File: config.mk
export PLATFORM = sky130hd
export DESIGN_NAME = lcd_mode_arbiter
export DESIGN_NICKNAME = d
export VERILOG_FILES = /design/src/rtl/lcd_mode_arbiter_pkg.sv /design/src/rtl/lcd_mode_arbiter_filter.sv /design/src/rtl/lcd_mode_arbiter.sv
export SDC_FILE = /design/constraint.sdc
export NUM_CORES = 1
export LEC_CHECK = 0
export ABC_CLOCK_PERIOD_IN_PS = 1900
export CAP_MARGIN = 20
export CORE_AREA = 3 3 64 66
export DETAILED_ROUTE_END_ITERATION = 8
export DIE_AREA = 0 0 67 69
export GPL_TIMING_DRIVEN = 0
export MAX_ROUTING_LAYER = met4
export PLACE_DENSITY = 0.81
export SLEW_MARGIN = 20
export SYNTH_ARGS = -nofsm -noshare
export SYNTH_HDL_FRONTEND = slang
export SYNTH_SLANG_ARGS = --single-unit
File: constraint.sdc
create_clock -name clk_i -period 1.9 [get_ports clk_i]
set_input_delay 0.285 -clock clk_i [delete_from_list [all_inputs] [get_ports clk_i]]
set_output_delay 0.285 -clock clk_i [all_outputs]
set_load 0.01 [all_outputs]
File: src/rtl/lcd_mode_arbiter_pkg.sv
// rtl/lcd_mode_arbiter_pkg.sv - shared encodings and constants for the LCD mode arbiter
// Purpose: mode encodings, handoff FSM states, LCD frame constants and the
//          mode_sel mapping helper used by lcd_mode_arbiter and mode_sel_filter.
package lcd_mode_arbiter_pkg;

    localparam logic [1:0] MODE_WATCH = 2'd0;
    localparam logic [1:0] MODE_SET   = 2'd1;
    localparam logic [1:0] MODE_ALARM = 2'd2;
    localparam logic [1:0] MODE_RING  = 2'd3;

    typedef enum logic [1:0] {
        OWN       = 2'd0,
        WAIT_EDGE = 2'd1,
        BLANK     = 2'd2
    } state_e;

    localparam int         LCD_FRAME_LEN  = 32;
    localparam logic [7:0] LCD_BLANK_CHAR = 8'h20;

    // The dip switches can present 2'b11, which is never a selectable mode.
    function automatic logic [1:0] map_mode_sel(input logic [1:0] sel);
        return (sel == 2'b11) ? MODE_WATCH : sel;
    endfunction

endpackage

File: src/rtl/lcd_mode_arbiter_filter.sv
// rtl/lcd_mode_arbiter_filter.sv - stability filter for the raw mode_sel dip switches
// Purpose: accepts mode_sel only after it has held for STABLE_CYC cycles.
// Ports:
//   clk_i          system clock
//   rst_i          synchronous reset, active-high
//   mode_sel_i     raw dip-switch mode request
//   sel_stable_o   last accepted mode (2'b11 mapped to 2'b00)
module mode_sel_filter
    import lcd_mode_arbiter_pkg::*;
#(
    parameter int STABLE_CYC = 16
) (
    input  logic       clk_i,
    input  logic       rst_i,
    input  logic [1:0] mode_sel_i,
    output logic [1:0] sel_stable_o
);

    localparam int             CW      = $clog2(STABLE_CYC + 1);
    localparam logic [CW-1:0]  CNT_MAX = CW'(STABLE_CYC - 1);

    logic [CW-1:0] cnt_q, cnt_d;
    logic [1:0]    sel_prev_q, sel_prev_d;
    logic [1:0]    sel_stable_q, sel_stable_d;

    always_comb begin
        cnt_d        = cnt_q;
        sel_prev_d   = mode_sel_i;
        sel_stable_d = sel_stable_q;
        if (mode_sel_i != sel_prev_q) begin
            cnt_d = '0;
        end else if (cnt_q != CNT_MAX) begin
            cnt_d = cnt_q + CW'(1);
        end else begin
            // Counter is saturated: the request has held long enough.
            sel_stable_d = map_mode_sel(mode_sel_i);
        end
    end

    always_ff @(posedge clk_i) begin
        if (rst_i) begin
            cnt_q        <= '0;
            sel_prev_q   <= '0;
            sel_stable_q <= MODE_WATCH;
        end else begin
            cnt_q        <= cnt_d;
            sel_prev_q   <= sel_prev_d;
            sel_stable_q <= sel_stable_d;
        end
    end

    assign sel_stable_o = sel_stable_q;

endmodule

File: src/rtl/lcd_mode_arbiter.sv
// rtl/lcd_mode_arbiter.sv - frame-synchronised owner arbiter for the LCD path and switch bank
// Purpose: hands the LCD character path and switch pulses to one of four modes,
//          changing owner only on LCD frame boundaries with a blank frame between.
// Optional feature macro: ALARM_PREEMPT_EN (alarm_req_i forces mode 3, no blank frame).
// Ports:
//   clk_i, rst_i                 clock, synchronous active-high reset
//   mode_sel_i                   raw mode request (2'b11 treated as 2'b00)
//   alarm_req_i                  alarm-ring request level
//   sw_in_i                      debounced switch pulses
//   index_char_i                 character index from lcd_driver
//   data_mode0_i..data_mode3_i   characters from each mode block
//   data_char_o                  registered character to lcd_driver
//   sw_mode0_o..sw_mode3_o       switch pulses routed to each mode block
//   owner_o                      current owning mode
//   switching_o                  high while a handoff is in progress
module lcd_mode_arbiter
    import lcd_mode_arbiter_pkg::*;
#(
    parameter int         STABLE_CYC = 16,
    parameter int         FRAME_LEN  = LCD_FRAME_LEN,
    parameter logic [7:0] BLANK_CHAR = LCD_BLANK_CHAR
) (
    input  logic       clk_i,
    input  logic       rst_i,
    input  logic [1:0] mode_sel_i,
    input  logic       alarm_req_i,
    input  logic [3:0] sw_in_i,
    input  logic [4:0] index_char_i,
    input  logic [7:0] data_mode0_i,
    input  logic [7:0] data_mode1_i,
    input  logic [7:0] data_mode2_i,
    input  logic [7:0] data_mode3_i,
    output logic [7:0] data_char_o,
    output logic [3:0] sw_mode0_o,
    output logic [3:0] sw_mode1_o,
    output logic [3:0] sw_mode2_o,
    output logic [3:0] sw_mode3_o,
    output logic [1:0] owner_o,
    output logic       switching_o
);

`ifdef ALARM_PREEMPT_EN
    localparam bit PreemptEn = 1'b1;
`else
    localparam bit PreemptEn = 1'b0;
`endif

    state_e     state_q, state_d;
    logic [1:0] owner_q, owner_d;
    logic [4:0] prev_index_q;
    logic [7:0] data_char_q, data_char_d;
    logic       switching_q;
    logic [1:0] sel_stable;
    logic [1:0] target;
    logic       preempt;
    logic       frame_edge;
    logic [7:0] owner_data;
    logic       own_settled;

    mode_sel_filter #(
        .STABLE_CYC (STABLE_CYC)
    ) u_filter (
        .clk_i        (clk_i),
        .rst_i        (rst_i),
        .mode_sel_i   (mode_sel_i),
        .sel_stable_o (sel_stable)
    );

    assign preempt    = PreemptEn && alarm_req_i;
    assign target     = preempt ? MODE_RING : sel_stable;
    assign frame_edge = (index_char_i == 5'd0) && (prev_index_q == 5'(FRAME_LEN - 1));

    always_comb begin
        case (owner_q)
            2'd0:    owner_data = data_mode0_i;
            2'd1:    owner_data = data_mode1_i;
            2'd2:    owner_data = data_mode2_i;
            default: owner_data = data_mode3_i;
        endcase
    end

    always_comb begin
        state_d     = state_q;
        owner_d     = owner_q;
        data_char_d = (state_q == BLANK) ? BLANK_CHAR : owner_data;
        case (state_q)
            OWN: begin
                if (target != owner_q) state_d = WAIT_EDGE;
            end
            WAIT_EDGE: begin
                if (frame_edge) begin
                    if (preempt) begin
                        // Alarm takes the display at once, skipping the blank frame.
                        state_d = OWN;
                        owner_d = MODE_RING;
                    end else begin
                        state_d = BLANK;
                    end
                end
            end
            BLANK: begin
                // Owner is whatever target is now; the blank completes even if
                // target has returned to the previous owner.
                if (frame_edge) begin
                    owner_d = target;
                    state_d = OWN;
                end
            end
            default: state_d = OWN;
        endcase
    end

    always_ff @(posedge clk_i) begin
        if (rst_i) begin
            state_q      <= OWN;
            owner_q      <= MODE_WATCH;
            prev_index_q <= '0;
            data_char_q  <= BLANK_CHAR;
            switching_q  <= 1'b0;
        end else begin
            state_q      <= state_d;
            owner_q      <= owner_d;
            prev_index_q <= index_char_i;
            data_char_q  <= data_char_d;
            switching_q  <= (state_d != OWN);
        end
    end

    // Switches reach only a settled owner; the cycle leaving OWN still counts.
    assign own_settled = (state_q == OWN);
    assign sw_mode0_o  = (own_settled && owner_q == 2'd0) ? sw_in_i : 4'd0;
    assign sw_mode1_o  = (own_settled && owner_q == 2'd1) ? sw_in_i : 4'd0;
    assign sw_mode2_o  = (own_settled && owner_q == 2'd2) ? sw_in_i : 4'd0;
    assign sw_mode3_o  = (own_settled && owner_q == 2'd3) ? sw_in_i : 4'd0;

    assign data_char_o = data_char_q;
    assign owner_o     = owner_q;
    assign switching_o = switching_q;

endmodule

==> results of run 1 <==
==> cells in the final DEF, fill, tap and decap left out, types with 2 or more instances in the layout <==
master,Yosys,final
xor2_1,4,4
and2_1,16,15
a21oi_1,2,2
dlygate4sd2_1,0,7
nand2b_1,6,6
nor2_1,8,8
buf_6,0,3
ha_1,2,2
nor4b_4,0,2
nor2b_1,15,15
or3b_1,2,2
dfxtp_2,0,3
xnor2_1,3,3
buf_4,1,11
clkbuf_8,0,3
clkdlybuf4s50_1,0,54
mux4_2,8,8
mux2i_1,5,5
clkbuf_1,3,3
and3_1,2,2
dfxtp_1,27,23
o31ai_1,2,2
buf_2,2,5
clkdlybuf4s15_2,0,3
nor4_4,1,2
==> metal layers <==
layer  wire length (um)  GRT usage (%)  share of wire (%)  vias up
li1                   -              -                  -      596
met3                414           5.21                 11        8
met5                  0              -                  0        -
met1               1430           18.6                 38      564
met4                 92           8.11                2.5        0
met2               1820           28.2                 48       59
==> path summary, 6_finish.rpt <==
| path | endpoint | slack (ns) | depth (start not counted) | from |
|---|---|---|---|---|
| worst max-delay path | sw_mode2_o[2] | 0.08 | 6 | owner_o[0]$_SDFFE_PP0P_ |
| worst min-delay path | u_filter.cnt_q[4]$_SDFFE_PP0N_ | 0.50 | 2 | u_filter.cnt_q[4]$_SDFFE_PP0N_ |
| worst max register to register | u_filter.cnt_q[3]$_SDFFE_PP0N_ | 0.27 | 7 | u_filter.cnt_q[0]$_SDFFE_PP0N_ |
| worst min register to register | u_filter.cnt_q[4]$_SDFFE_PP0N_ | 0.50 | 2 | u_filter.cnt_q[4]$_SDFFE_PP0N_ |
==> metrics by stage <==
| stage | power, W | instance area [um2] | std cells | hold slack [ns] | util [%] |
|---|---|---|---|---|---|
| after global routing | 0.00116 | 2300 | 256 | 0.553 | 63.2 |
| final | 0.00110 | 2300 | 256 | 0.501 | 63.2 |
| after global placement | 0.000783 | 2130 | 241 | 0.472 | 58.5 |
| after detailed placement | 0.000791 | 2130 | 241 | 0.481 | 58.5 |
| after floorplan | 0.000661 | 1370 | 123 | 0.413 | - |
| after CTS | 0.00112 | 2280 | 252 | 0.505 | 62.7 |
==> registers in the layout, indices dropped and copies added, names as in the netlist <==
| register | flops |
|---|---|
| data_char_o | 8 |
| owner_o | 2 |
| prev_index_q | 5 |
| state_q | 2 |
| switching_o | 1 |
| u_filter.cnt_q | 5 |
| u_filter.sel_prev_q | 2 |
| u_filter.sel_stable_o | 2 |
==> timing repair <==
| item | CTS | global route |
|---|---|---|
| cloned | 0 | 0 |
| endpoints found under the hold margin | 0 | 0 |
| setup buffers | 7 | 5 |
| gates resized for setup | 55 | 6 |
| pin swaps | 2 | 2 |
| setup endpoints to repair | 16 | 16 |
==> power by group <==
| group | leakage [nW] | switching [W] | internal (W) |
|---|---|---|---|
| Sequential | 0.224 | 0.00000822 | 0.000583 |
| Clock | 0.0255 | 0.000183 | 0.000147 |
| Combinational | 0.710 | 0.0000527 | 0.000127 |
==> logic make-up (layout without fill, tap and decap cells) <==
family | Yosys count | count (layout)
adder cells (fa/ha/maj) | 2 | 2
multiplexers | 14 | 14
AO/OA/AOI/OAI | 4 | 4
flip-flops | 27 | 27
XOR/XNOR | 7 | 7
buffers and inverters | 7 | 92
AND/OR/NAND/NOR | 62 | 62
==> area by class of cell <==
type	count	area (um2)	area share, %
multi-input combinational	89	835	36.3
buffer	5	37.5	1.63
clock buffer	3	41.3	1.80
tap	48	60.1	2.62
sequential	27	548	23.9
timing repair buffer	82	766	33.4
inverter	1	3.75	0.163
clock inverter	1	5.00	0.218
==> worst max-delay path: cells and delay by family (launching register included) <==
family / cells / cell delay, ns
buffers and inverters: 4 / 0.47
DFF: 1 / 0.34
and+or+nand+nor: 2 / 0.45
==> summary.txt, run 1 <==
Final hold violation count: 0
Worst-margin pin slew: 0.405 ns
Seq/Total Area, Yosys: 39.6%
Synthesized Nets: 171
Worst EP required: 1.62 ns
Clock transition at path regs: 0.09 ns
Pre-antenna DRT Iters: 4
Cell repeated most along the worst path: buf_6
Post-synth top area share: 39.6%
Antenna cells: 0
Cts hold-fix bufs: 0
Die width: 67 um
Worst Path Max Fanout: 6
P per Cell Area: 480 mW/mm2
DRC Markers: 0
Leakage: 0.960 nW
Insertion delay to the later sink of the worst-skew pair: 0.28 ns
Synth top area cells: dfxtp_1 (40%), mux4_2 (13%), and2_1 (7.3%), nor2b_1 (6.9%), mux2i_1 (3.7%)
Worst path max stage delay: 0.34 ns
Die area: 0.00462 mm2
Post-Route WL: 3760 um
Clk_skew: 0.00339 ns
Synth top cells by count: dfxtp_1 (27), and2_1 (16), nor2b_1 (15)
Port Buf Inserts: 70
Largest family of logic cells by synthesized area: simple AND/OR/NAND/NOR gates
Mux cell area share after synthesis: 17.7%
Critical Path Start Type: register
Max_slew headroom: 73.0%
Post-DP HPWL: 2860 um
Synth cell types: 32
First-pass GRT wire length: 5950 um
Core area: 0.00363 mm2
Share of cells above drive strength 1: 22.6%
Slowest CP cell: dfxtp_2
Ys async rst share: 0%
Fraction of the mapped netlist area in compound gates: 1.83%
Setup TNS Final: 0 ns
1st-iter DRT viols: 21
RSZ-0062 raised after global routing: false
CTS root buffer: clkbuf_8
Total GRT Usage: 17.2%
Via count: 1227
Critical path class: reg -> out
# Max-Cap Violations: 0
Worst slack, placed: -0.334 ns
Simple-gate share of the synthesized area: 32.2%
Fill cells: 288
ANT nets after route: 0
Final setup margin: 0.0829 ns
Cells after Synth: 123
Hold WC Path Type: reg -> reg
Initial antenna violation count: 0
Total clock buffers created by CTS: 3
DR vias/cell: 4.79
Maximum clock rate: 550 MHz
Final period util: 95.6%
Largest net degree at the start of global routing: 16
Remaining Overflow, GRT: 0
Yosys reg bits: 27
Post-Synth XOR/XNOR Area: 4.49%
Placer Congestion: 0.777
EDFF count, synth: 0
# IOs: 73
Vias in the first global route: 1209
Synth Flop Type: dfxtp_1
WL/cell: 14.7 um
CP Data Arrival Time: 1.53 ns
VDD IR max: 0.264 mV
Net count reported at finish: 257
Endpoint class of the critical path: output pin
Mapped cell area: 0.00137 mm2
Synth Area per Inst: 11.1 um2
Most frequent cell after synthesis: dfxtp_1
CTS tree: done
Rows: 22
Initial Util: 37.6%
Leading area contributor after synthesis: dfxtp_1
H-Tree Depth: 1
Area grow syn2layout: 68.0%
YS warnings: 0
Final setup viols: 0
Min Tclk post-route: 1.82 ns
Status: finished clean
Critical path cell sequence: buf_6, nor4b_4, buf_4, buf_6, and2_4, buf_6
Clk buf depth: 2
Clk sinks: 27
Slew Viols, Final: 0
DIE HEIGHT: 69 um
Synth Area in Adders: 1.83%
Note: power is estimated with default switching activity, not from simulation.
==> run 2: changes to the inputs <==
CORE_AREA = 3 3 71 59   (was 3 3 64 66)
DIE_AREA = 0 0 74 62   (was 0 0 67 69)
PLACE_DENSITY = 0.82   (was 0.81)
SETUP_SLACK_MARGIN = 0.02   (was unset)
==> run 2 against run 1 <==
  * Hold slack gained 0.0095 ns
  * Clock power grew 3%
  * Critical path depth shrank 1
  * Critical path type unchanged
  * Highest routed layer unchanged
==> summary.txt, run 2 (synthesis gave the netlist of run 1 again) <==
RSZ-0062 raised after global routing: false (unchanged)
HP Start: u_filter.cnt_q[4]$_SDFFE_PP0N_ (unchanged)
Most common cell after layout, fill and taps aside: clkdlybuf4s50_1 (unchanged)
Leakage: 0.933 nW (was 0.960 nW)
Top cell family by delay on the critical path: buffers and inverters (unchanged)
Initial antenna violation count: 0 (unchanged)
WL/cell: 15.3 um (was 14.7 um)
Core area: 0.00349 mm2 (was 0.00363 mm2)
1st-iter DRT viols: 32 (was 21)
Antenna cells: 0 (unchanged)
First-pass GRT wire length: 5760 um (was 5950 um)
Post-DP HPWL: 2880 um (was 2860 um)
Number of flip-flops in the largest register: 8 (unchanged)
Total clock buffers created by CTS: 3 (unchanged)
Commonest cells after routing, fill and taps aside: clkdlybuf4s50_1 (54), dfxtp_1 (23), and2_1 (15), nor2b_1 (15), buf_4 (9) (was clkdlybuf4s50_1 (54), dfxtp_1 (23), and2_1 (15), nor2b_1 (15), buf_4 (11))
Worst-margin pin slew: 0.400 ns (was 0.405 ns)
P_sw: 0.000248 W (was 0.000244 W)
Maximum clock rate: 559 MHz (was 550 MHz)
ANT nets after route: 0 (unchanged)
Clk buf depth: 2 (unchanged)
Gate power share: 16.6% (was 16.3%)
Cts hold-fix bufs: 0 (unchanged)
Insertion delay to the later sink of the worst-skew pair: 0.28 ns (about the same)
Min Tclk post-route: 1.79 ns (was 1.82 ns)
CTS tree: done (unchanged)
Worst path max stage delay: 0.35 ns (was 0.34 ns)
Switching Fraction: 22.3% (was 22.1%)
Reg2reg start: u_filter.cnt_q[0]$_SDFFE_PP0N_ (unchanged)
Placer Congestion: 0.798 (was 0.777)
VDD IR max: 0.396 mV (was 0.264 mV)
Initial Util: 39.1% (was 37.6%)
Critical Path Start Type: register (unchanged)
CP bufs+invs: 3 (was 4)
Worst EP required: 1.62 ns (about the same)
Total GRT Usage: 16.9% (was 17.2%)
Final setup viols: 0 (unchanged)
# Max-Cap Violations: 0 (unchanged)
Clock transition at path regs: 0.10 ns (was 0.09 ns)
Worst Path Max Fanout: 10 (was 6)
Hold WC Path Type: reg -> reg (unchanged)
Critical path cell sequence: buf_6, nor4b_4, buf_4, and2_1, clkdlybuf4s15_2 (was buf_6, nor4b_4, buf_4, buf_6, and2_4, buf_6)
H-Tree Depth: 1 (unchanged)
Tot Pwr: 0.00111 W (was 0.00110 W)
CP Data Arrival Time: 1.50 ns (was 1.53 ns)
Endpoint, Worst Hold: u_filter.cnt_q[4]$_SDFFE_PP0N_ (unchanged)
DRC Markers: 0 (unchanged)
Port Buf Inserts: 70 (unchanged)
Area grow syn2layout: 65.2% (was 68.0%)
Clk_skew: 0.0107 ns (was 0.00339 ns)
Final hold violation count: 0 (unchanged)
Share of cells above drive strength 1: 21.6% (was 22.6%)
Via count: 1223 (was 1227)
Die area: 0.00459 mm2 (was 0.00462 mm2)
Clk sinks: 27 (unchanged)
Final setup margin: 0.111 ns (was 0.0829 ns)
Net count reported at finish: 253 (was 257)
Critical path class: reg -> out (unchanged)
Slowest CP cell: dfxtp_4 (was dfxtp_2)
Pre-antenna DRT Iters: 4 (unchanged)
DIE HEIGHT: 62 um (was 69 um)
# IOs: 73 (unchanged)
Vias in the first global route: 1291 (was 1209)
Slew Viols, Final: 0 (unchanged)
DR vias/cell: 4.97 (was 4.79)
Final period util: 94.2% (was 95.6%)
Reg2Reg Setup Slack: 0.21 ns (was 0.27 ns)
Reg2reg end: u_filter.sel_stable_o[0]$_SDFFE_PP0P_ (was u_filter.cnt_q[3]$_SDFFE_PP0N_)
Clock Power Share: 30.5% (was 30.0%)
Min-Delay Path Depth: 2 (unchanged)
Post-Route WL: 3770 um (was 3760 um)
Status: finished clean (unchanged)
Flop pwr share: 53.0% (was 53.7%)
CTS root buffer: clkbuf_8 (unchanged)
Cell-internal power: 0.000865 W (was 0.000858 W)
P per Cell Area: 493 mW/mm2 (was 480 mW/mm2)
Die width: 74 um (was 67 um)
Worst slack, placed: -0.375 ns (was -0.334 ns)
Max_slew headroom: 73.3% (was 73.0%)
Worst reg2reg path depth: 6 (was 7)
Endpoint class of the critical path: output pin (unchanged)
Largest net degree at the start of global routing: 18 (was 16)
Rows: 19 (was 22)
Remaining Overflow, GRT: 0 (unchanged)
-- run 2: worst reg2reg max path, delay by kind of cell, from the launching register on --
family	cells	cell delay, ns
adder cells (fa/ha/maj)	2	0.30
multiplexers	1	0.23
buffers and inverters	1	0.26
AND/OR/NAND/NOR	2	0.44
flip-flops	1	0.39
-- run 2: how the worst max path moves through the flow --
stage                         end               startpoint  cells after the start
floorplan           sw_mode1_o[0]  owner_o[0]$_SDFFE_PP0P_                      4
global placement    sw_mode1_o[1]  owner_o[0]$_SDFFE_PP0P_                      5
detailed placement  sw_mode1_o[1]  owner_o[0]$_SDFFE_PP0P_                      5
CTS                 sw_mode0_o[1]  owner_o[0]$_SDFFE_PP0P_                      6
global route        sw_mode1_o[2]  owner_o[1]$_SDFFE_PP0P_                      5
finish              sw_mode1_o[2]  owner_o[1]$_SDFFE_PP0P_                      5
-- run 2: through the flow --
step	util (%)	area (um2)	setup TNS, ns	hold WS (ns)	std cells
2_1_floorplan	-	1370	0	0.413	123
3_3_place_gp	60.7	2120	-2.57	0.469	235
3_5_place_dp	60.7	2120	-3.45	0.493	235
4_1_cts	64.6	2260	0	0.516	245
5_1_grt	64.6	2260	0	0.541	246
6_report	64.6	2260	0	0.511	246
-- run 2: area by class of cell --
class	count	area (um2)
Clock buffer	3	41.3
Sequential cell	27	551
Tap cell	42	52.6
Inverter	1	3.75
Timing Repair Buffer	79	743
Multi-Input combinational cell	89	835
Clock inverter	1	8.76
Fill cell	261	1240
Buffer	4	22.5
-- run 2: power groups by stage --
| stage | clock network (W) | logic [W] | registers, W |
|---|---|---|---|
| 2_1_floorplan | 0 | 0.0000510 | 0.000610 |
| 3_3_place_gp | 0 | 0.000180 | 0.000605 |
| 3_5_place_dp | 0 | 0.000185 | 0.000606 |
| 4_1_cts | 0.000349 | 0.000184 | 0.000591 |
| 5_1_grt | 0.000366 | 0.000197 | 0.000592 |
| 6_report | 0.000339 | 0.000184 | 0.000590 |
-- run 2: routing by layer --
layer / track usage [%] / wire length (um)
met5: - / 0
met4: 4.91 / 63
met3: 6.43 / 495
met2: 29.4 / 1810
met1: 18.1 / 1410
-- run 2: timing repair --
action / in CTS / in global routing
pin swaps: 5 / 4
setup buffers: 6 / 3
gates cloned: 0 / 0
gates resized for setup: 57 / 5
setup endpoints to repair: 16 / 14
==> run 3: changes to the inputs <==
CAP_MARGIN = 15   (was 20)
==> results of run 3 <==
Final layout, timing and power as in run 2 (identical DEF).
